**src/rtl/wb_trace_pkg.sv**
```systemverilog
// Shared types and constants for the writeback trace serializer.
package wb_trace_pkg;

  // Storage widths of a queued entry. The top level's PC_W/DATA_W must not exceed them.
  localparam int WB_PC_W   = 32;
  localparam int WB_DATA_W = 32;

  // Value driven on the debug byte-enable bus for a register-writing entry.
  localparam logic [3:0] TRACE_WEN_ALL = 4'hf;

  typedef struct packed {
    logic [WB_PC_W-1:0]   pc;
    logic [4:0]           rd;
    logic [WB_DATA_W-1:0] data;
    logic                 wen;
  } wb_entry_t;

endpackage

```
**src/rtl/wb_trace_fifo2w1r.sv**
```systemverilog
// Circular queue of wb_entry_t: up to two pushes and one pop per cycle.
// The head is popped every cycle the queue is non-empty (the sink never stalls).
// The caller must keep i_n_push <= o_free.
module wb_trace_fifo2w1r
  import wb_trace_pkg::*;
#(
  parameter int DEPTH = 8,
  localparam int AW = $clog2(DEPTH),
  localparam int CW = AW + 1
) (
  input  logic          clock,
  input  logic          reset,
  input  logic [1:0]    i_n_push,
  input  wb_entry_t     i_e0,
  input  wb_entry_t     i_e1,
  output wb_entry_t     o_head,
  output logic [CW-1:0] o_count,
  output logic [CW-1:0] o_free
);

  wb_entry_t         r_mem [DEPTH];
  logic [AW-1:0]     r_head;
  logic [AW-1:0]     r_tail;
  logic [CW-1:0]     r_count;
  logic              w_pop;

  assign w_pop   = (r_count != '0);
  assign o_head  = r_mem[r_head];
  assign o_count = r_count;
  // The pop happening this cycle releases its slot to the pushes of the same cycle.
  assign o_free  = CW'(DEPTH) - r_count + CW'(w_pop);

  // Pointer and occupancy bookkeeping; pointers wrap naturally at DEPTH.
  always_ff @(posedge clock or posedge reset) begin
    if (reset) begin
      r_head  <= '0;
      r_tail  <= '0;
      r_count <= '0;
    end else begin
      if (w_pop) r_head <= r_head + AW'(1);
      r_tail  <= r_tail + AW'(i_n_push);
      r_count <= r_count + CW'(i_n_push) - CW'(w_pop);
    end
  end

  // Entry storage: first push at tail, second right behind it.
  always_ff @(posedge clock) begin
    if (i_n_push != 2'd0) r_mem[r_tail] <= i_e0;
    if (i_n_push == 2'd2) r_mem[r_tail + AW'(1)] <= i_e1;
  end

endmodule

```
**src/rtl/wb_trace_serializer.sv**
```systemverilog
// Serializes the two writeback channels onto the single debug trace port,
// keeps the sticky drop flag and the retired-instruction counter.
module wb_trace_serializer
  import wb_trace_pkg::*;
#(
  parameter int DEPTH          = 8,
  parameter int PC_W           = 32,
  parameter int DATA_W         = 32,
  parameter bit FILTER_NOWRITE = 1'b1
) (
  input  logic              clock,
  input  logic              reset,
  input  logic              wb0_valid,
  input  logic              wb0_wen,
  input  logic [4:0]        wb0_rd,
  input  logic [DATA_W-1:0] wb0_data,
  input  logic [PC_W-1:0]   wb0_pc,
  input  logic              wb1_valid,
  input  logic              wb1_wen,
  input  logic [4:0]        wb1_rd,
  input  logic [DATA_W-1:0] wb1_data,
  input  logic [PC_W-1:0]   wb1_pc,
  output logic [PC_W-1:0]   debug_wb_pc,
  output logic [3:0]        debug_wb_rf_wen,
  output logic [4:0]        debug_wb_rf_wnum,
  output logic [DATA_W-1:0] debug_wb_rf_wdata,
  output logic              stall_req,
  output logic              overflow,
  output logic [31:0]       commit_cnt
);

  localparam int CW = $clog2(DEPTH) + 1;

  logic          w_acc0, w_acc1, w_drop, w_nonempty;
  logic [1:0]    w_req, w_take;
  logic [CW-1:0] w_count, w_free;
  wb_entry_t     w_e0, w_e1, w_first, w_head;
  logic          r_overflow;
  logic [31:0]   r_commit_cnt;

  // A slot is queued if it retires and (when filtering) really writes a non-zero register.
  assign w_acc0 = wb0_valid && (!FILTER_NOWRITE || (wb0_wen && wb0_rd != 5'd0));
  assign w_acc1 = wb1_valid && (!FILTER_NOWRITE || (wb1_wen && wb1_rd != 5'd0));
  assign w_req  = {1'b0, w_acc0} + {1'b0, w_acc1};

  // free is never below 1 (a full queue always pops), so only a 2-push can overflow;
  // slot0 is older and wins the last slot.
  assign w_drop = (w_req == 2'd2) && (w_free < CW'(2));
  assign w_take = w_drop ? 2'd1 : w_req;

  assign w_e0    = '{pc: WB_PC_W'(wb0_pc), rd: wb0_rd, data: WB_DATA_W'(wb0_data), wen: wb0_wen};
  assign w_e1    = '{pc: WB_PC_W'(wb1_pc), rd: wb1_rd, data: WB_DATA_W'(wb1_data), wen: wb1_wen};
  // Compact accepted slots so a lone slot1 lands at the tail.
  assign w_first = w_acc0 ? w_e0 : w_e1;

  wb_trace_fifo2w1r #(.DEPTH(DEPTH)) u_fifo (
    .clock    (clock),
    .reset    (reset),
    .i_n_push (w_take),
    .i_e0     (w_first),
    .i_e1     (w_e1),
    .o_head   (w_head),
    .o_count  (w_count),
    .o_free   (w_free)
  );

  assign w_nonempty        = (w_count != '0);
  assign debug_wb_pc       = w_nonempty ? PC_W'(w_head.pc) : '0;
  assign debug_wb_rf_wen   = (w_nonempty && w_head.wen) ? TRACE_WEN_ALL : 4'h0;
  assign debug_wb_rf_wnum  = w_nonempty ? w_head.rd : 5'd0;
  assign debug_wb_rf_wdata = w_nonempty ? DATA_W'(w_head.data) : '0;
  assign stall_req         = (CW'(DEPTH) - w_count) < CW'(2);
  assign overflow          = r_overflow;
  assign commit_cnt        = r_commit_cnt;

  // Sticky drop flag, cleared only by reset.
  always_ff @(posedge clock or posedge reset) begin
    if (reset)       r_overflow <= 1'b0;
    else if (w_drop) r_overflow <= 1'b1;
  end

  // Every retiring slot counts, whether or not it was traced.
  always_ff @(posedge clock or posedge reset) begin
    if (reset) r_commit_cnt <= '0;
    else       r_commit_cnt <= r_commit_cnt + 32'(wb0_valid) + 32'(wb1_valid);
  end

endmodule

```
**config.mk**
```make
export PLATFORM = sky130hd
export DESIGN_NAME = wb_trace_serializer
export DESIGN_NICKNAME = d
export VERILOG_FILES = /design/src/rtl/wb_trace_pkg.sv /design/src/rtl/wb_trace_fifo2w1r.sv /design/src/rtl/wb_trace_serializer.sv
export SDC_FILE = /design/constraint.sdc
export NUM_CORES = 1
export LEC_CHECK = 0
export CELL_PAD_IN_SITES_DETAIL_PLACEMENT = 1
export CELL_PAD_IN_SITES_GLOBAL_PLACEMENT = 1
export CORE_ASPECT_RATIO = 0.8
export CORE_UTILIZATION = 45
export CTS_CLUSTER_DIAMETER = 120
export DETAILED_ROUTE_END_ITERATION = 12
export PLACE_DENSITY = 0.75
export SETUP_SLACK_MARGIN = 0.2
export SKIP_CTS_REPAIR_TIMING = 1
export SLEW_MARGIN = 20
export SYNTH_ARGS = -nofsm -noshare
export SYNTH_HDL_FRONTEND = slang
export SYNTH_HIERARCHICAL = 1
export SYNTH_SLANG_ARGS = --single-unit
export TNS_END_PERCENT = 50
```
**constraint.sdc**
```tcl
create_clock -name clock -period 9.6 [get_ports clock]
set_clock_uncertainty 0.2 [all_clocks]
set_input_delay 1.92 -clock clock [delete_from_list [all_inputs] [get_ports clock]]
set_output_delay 1.92 -clock clock [all_outputs]
set_load 0.02 [all_outputs]
```
==> results of run 1 <==
-- worst min path at each step --
stage                   start              to  slack (ns)  cells past startpoint
6_report             overflow        overflow        0.29                      1
5_1_grt        commit_cnt[21]  commit_cnt[21]        0.32                      1
4_1_cts              overflow        overflow        0.30                      1
3_5_place_dp         overflow        overflow        0.27                      1
3_3_place_gp   commit_cnt[31]  commit_cnt[31]        0.27                      1
2_1_floorplan        overflow        overflow        0.37                      1
-- through the flow --
stage / hold slack [ns] / instance area [sq um]
6_report: 0.290 / 37100
5_1_grt: 0.319 / 37100
4_1_cts: 0.296 / 37000
3_5_place_dp: 0.275 / 35000
3_3_place_gp: 0.275 / 35000
2_1_floorplan: 0.365 / 31500
-- flip-flops by register name, indices dropped and copies added (netlist names) --
register and count:
u_fifo/r_head 3, u_fifo/r_mem 560, overflow 1, u_fifo/r_tail 3, u_fifo/o_count 4, commit_cnt 32
-- power by group through the flow --
stage               clock network (mW)  registers [mW]  logic, mW
global route                      2.62            3.59       3.93
CTS                               2.54            3.59       3.72
detailed placement                   0            3.64       3.70
global placement                     0            3.61       3.66
floorplan                            0            3.53       2.41
finish                            2.48            3.55       3.70
-- area by class of cell --
class | instances | area [sq um]
Antenna cell | 4 | 10.0
Clock buffer | 77 | 1740
Clock inverter | 36 | 325
Fill cell | 6354 | 32000
Inverter | 19 | 71.3
Multi-Input combinational cell | 1066 | 13100
Sequential cell | 603 | 17900
Tap cell | 924 | 1160
Timing Repair Buffer | 284 | 2800
-- cells by family after synthesis --
group | after synthesis | share of synthesized area, %
xor+xnor | 39 | 1.13
compound gates | 21 | 0.472
buf+inv | 134 | 2.27
simple gates | 150 | 2.87
flops | 603 | 56.8
mux | 840 | 35.8
other cells | 1 | 0.0119
fa+ha+maj | 15 | 0.667
-- cells in the final DEF (no fill, tap or decap), types with 19 or more instances in the layout --
cell,instances
buf_4,30
mux4_2,140
clkbuf_16,68
mux2_1,20
nor2b_1,71
edfxtp_1,560
inv_1,19
dfrtp_1,40
mux2_4,67
clkdlybuf4s50_1,250
xnor2_1,31
mux2_2,612
-- per-layer routing --
metal	vias to the layer above	track usage [%]	routed length [um]
li1	7709	-	-
met1	9418	32.8	36700
met2	532	39.5	41500
met3	107	3.72	4640
met4	2	5.77	1490
met5	-	0	13
==> impl_metrics.json, run 1 <==
{
  "utilization_pct": 53.7,
  "grt_max_degree": 111,
  "synth.largest_area_cell": "edfxtp_1",
  "fmax_mhz": 156,
  "cts.htree.levels": 3,
  "syn2layout_area_growth_pct": 17.6,
  "worst_r2r_path_depth": 10,
  "setup_ws_ns": 3.17,
  "pre_cts_slack_ns": 2.61,
  "drc": 0,
  "cp-startpoint": "wb1_rd[4]",
  "cp_slowest_stage_delay_ns": 0.86,
  "async_reset_ff_share_pct": 7.13,
  "synth_common_cells": "mux2_2 (612), edfxtp_1 (560), mux4_2 (140), nor2b_1 (71), mux2_4 (67)",
  "start_util_pct": 45.6,
  "slowest_stage": "nor4b_1",
  "synth-edff-count": 560,
  "drv_cap": 0,
  "die_area_sq_mm": 0.0711,
  "min_period_ns": 6.43,
  "clk_path_buf_depth": 3,
  "grt_overflow": 0,
  "crit_type": "input pin to register",
  "synth_cells": 1803,
  "vias": 17800,
  "yosys-top-cells-area": "edfxtp_1 (53%), mux2_2 (22%), mux4_2 (10%)",
  "crit_chain": "clkdlybuf4s50_1, or3_1, o311a_1, ha_1, a21o_1, nor4b_1, nand2_4, buf_4, o21ai_4, buf_4",
  "fp.dieH_um": 239,
  "power.density_mw_per_mm2": 263,
  "cts-root-buf": "clkbuf_16",
  "gp_congestion": 0.749,
  "grt_pass1_vias": 19500,
  "dpl.hpwl_mm": 48.2,
  "fin_setup_tns_ns": 0,
  "leakage_nw": 12.6,
  "final-hold-violation-count": 0,
  "ff2ff_setup_slack_ns": 4.84,
  "worstMarginPinSlew_ns": 1.15,
  "switching_share_pct": 32.3,
  "crit_end": "u_fifo/r_mem[5][33]",
  "cp_top_family": "simple AND/OR/NAND/NOR gates",
  "port_buffers": 250,
  "worstPathArrival_ns": 6.44,
  "cp.depth": 10,
  "rsz0062_at_grt": "no",
  "avgSynthCellArea_sq_um": 17.5,
  "critPathBufInv": 3,
  "pwr-share-seq_pct": 36.5,
  "ys.flop_type": "edfxtp_1",
  "stdcell_count": 3013,
  "combPwrFrac_pct": 38.0,
  "drive_gt1_share_pct": 46.7,
  "slew_viol_final": 0,
  "drtIter0Drc": 1357,
  "row_count": 86,
  "cts.sinks": 603,
  "antenna_found_initial": 5,
  "cp-start-kind": "input pin",
  "core_sq_mm": 0.0691,
  "ant_nets": 0,
  "placed_cells": 2895,
  "worstPathMaxFanout": 53,
  "ys_warn_count": 6,
  "max_slew_margin_pct": 23.5,
  "synth_top_area_share_pct": 53.4,
  "detail_route.wl_per_cell_um": 28.0,
  "finalSetupViolCount": 0,
  "post_synth_num_cell_types": 46,
  "required_ns": 9.62,
  "ios": 251,
  "crit_path_end_kind": "register",
  "p_total_mw": 9.74,
  "seq_area_frac_synth_pct": 56.8,
  "netlist_area_sq_mm": 0.0315,
  "hp-class": "register to register",
  "p_sw_mw": 3.15,
  "vias_per_cell": 5.90,
  "grt_pass1_wl_mm": 126,
  "yosysMostFrequentCell": "mux2_2",
  "cpMostUsedCell": "buf_4",
  "grtUsageTotal_pct": 23.7,
  "p_int_mw": 6.59,
  "synth.ff_latch_count": 603,
  "syn_nets": 1962,
  "cts_tree": "built",
  "clk_latency_ns": 0.60,
  "die_x_um": 298,
  "clock_power_share_pct": 25.5,
  "dr.pass1.iters": 5,
  "fin_crit_sh_pct": 66.9,
  "wirelength_mm": 84.3,
  "nets": 2200,
  "cts.clk_slew.worst_paths_ns": 0.06,
  "peakVddDrop_v": 0.000268,
  "status": "finished, final reports clean",
  "r2r_start": "u_fifo/o_count[1]",
  "cts_buffers": 67,
  "r2r_end": "u_fifo/r_mem[5][33]"
}
Power figures use the tool's default switching activity.
==> run 2, diff against run 1 <==
Settings changed: PLACE_DENSITY 0.75 to 0.78.
Clock period 9.6 ns to 5.8 ns, I/O delays scaled along.
==> run 2 against run 1 <==
  * Worst hold slack got worse by 0.016 ns
  * Global-route usage up 0.93 points
  * Non-clock buffer count increased by 15
  * Critical endpoint is now debug_wb_pc[23]
  * Power up 66%
  * Register-to-register slack got worse by 2.9 ns
  * Critical path type is now register to primary output
  * Sequential share of layout area is 0.39 points lower
  * Largest power group unchanged
  * Clock power is 60% higher
  * Final area increased by 0.81%
==> impl_metrics.json, run 2 (synthesized netlist as in run 1, its figures left out) <==
{
  "worstPathMaxFanout": 20,
  "utilization_pct": 54.1,
  "ios": 251,
  "hp-class": "register to register",
  "core_sq_mm": 0.0691,
  "drc": 0,
  "power.density_mw_per_mm2": 432,
  "finalSetupViolCount": 0,
  "syn2layout_area_growth_pct": 18.6,
  "detail_route.wl_per_cell_um": 28.8,
  "setup_ws_ns": 1.00,
  "clk_path_buf_depth": 3,
  "cts.htree.levels": 3,
  "cts_buffers": 66,
  "final-hold-violation-count": 0,
  "cp_slowest_stage_delay_ns": 0.69,
  "leakage_nw": 12.8,
  "grt_pass1_vias": 19600,
  "p_total_mw": 16.2,
  "fmax_mhz": 208,
  "cts-root-buf": "clkbuf_16",
  "cp-start-kind": "register",
  "crit_chain": "buf_4, mux4_2, mux2_2, nor2b_1, clkdlybuf4s50_1",
  "hold-worst-slack_ns": 0.274,
  "pre_cts_slack_ns": 0.611,
  "vias_per_cell": 5.93,
  "drtIter0Drc": 1157,
  "cts.clk_slew.worst_paths_ns": 0.06,
  "crit_path_end_kind": "primary output",
  "cts.sinks": 603,
  "nets": 2214,
  "fp.dieH_um": 239,
  "cts_tree": "built",
  "grt_overflow": 0,
  "drive_gt1_share_pct": 46.5,
  "rsz0062_at_grt": "no",
  "postPlaceCellArea_sq_mm": 0.0354,
  "worstMarginPinSlew_ns": 1.14,
  "port_buffers": 250,
  "max_slew_margin_pct": 23.7,
  "gp_congestion": 0.760,
  "cp_top_family": "buffers and inverters",
  "dr.pass1.iters": 5,
  "fin_setup_tns_ns": 0,
  "slowest_stage": "dfrtp_4",
  "final_cell_mix": "mux2_2 (612), edfxtp_1 (560), clkdlybuf4s50_1 (250)",
  "dpl.hpwl_mm": 49.0,
  "final_area_sq_mm": 0.0374,
  "row_count": 86,
  "largest_reg_flops": 560,
  "grt_pass1_wl_mm": 129,
  "layout_commonest_cell": "mux2_2",
  "crit_type": "register to primary output",
  "die_area_sq_mm": 0.0711,
  "antenna_found_initial": 8,
  "wirelength_mm": 87.3,
  "critPathBufInv": 2,
  "slew_viol_final": 0,
  "grtUsageTotal_pct": 24.7,
  "top_register": "u_fifo/r_mem",
  "peakVddDrop_v": 0.000323,
  "worstPathArrival_ns": 3.44,
  "status": "finished, final reports clean",
  "stdcell_count": 3031,
  "fin_crit_sh_pct": 82.7,
  "ant_nets": 0,
  "grt_max_degree": 71,
  "drv_cap": 0,
  "start_util_pct": 45.6,
  "vias": 18000,
  "die_x_um": 298,
  "clk_latency_ns": 0.60,
  "required_ns": 4.44,
  "placed_cells": 2911,
  "min_period_ns": 4.80
}
==> run 2: layer usage <==
layer	vias up	part of all wire (%)	global-route usage, %
li1	7731	-	-
met1	9586	44	33.6
met2	533	49	40.9
met3	118	5.9	4.93
met4	14	1.8	5.77
met5	-	0.097	0
==> run 2: worst paths after layout <==
check	startpoint	to	slack, ns	cells past startpoint
worst max-delay path	u_fifo/r_head[0]	debug_wb_pc[23]	1.00	5
worst min-delay path	commit_cnt[31]	commit_cnt[31]	0.27	1
worst max register to register	u_fifo/o_count[1]	u_fifo/r_mem[3][13]	1.98	9
worst min register to register	commit_cnt[31]	commit_cnt[31]	0.27	1
max in group asynchronous	reset	commit_cnt[23]	4.29	3
min in group asynchronous	reset	u_fifo/o_count[0]	0.72	2
==> run 2: cell type report <==
cell class / count / area, sq um
Timing Repair Buffer: 299 / 3180
Fill cell: 6319 / 31700
Clock inverter: 34 / 240
Antenna cell: 2 / 5.00
Clock buffer: 84 / 1740
Sequential cell: 603 / 17900
Tap cell: 924 / 1160
Inverter: 19 / 71.3
Multi-Input combinational cell: 1066 / 13100
==> run 2: power by group <==
group          switching [mW]  internal, mW
Combinational            3.14          3.13
Sequential              0.418          5.50
Clock                    1.75          2.22
Total                    5.31          10.9
==> run 2: worst register-to-register path, delay by kind of cell (launching register included) <==
family / cells / cell delay, ns
buf+inv: 3 / 0.68
xor+xnor: 1 / 0.12
flops: 1 / 0.43
compound gates: 3 / 1.38
simple gates: 1 / 0.44
fa+ha+maj: 1 / 0.23
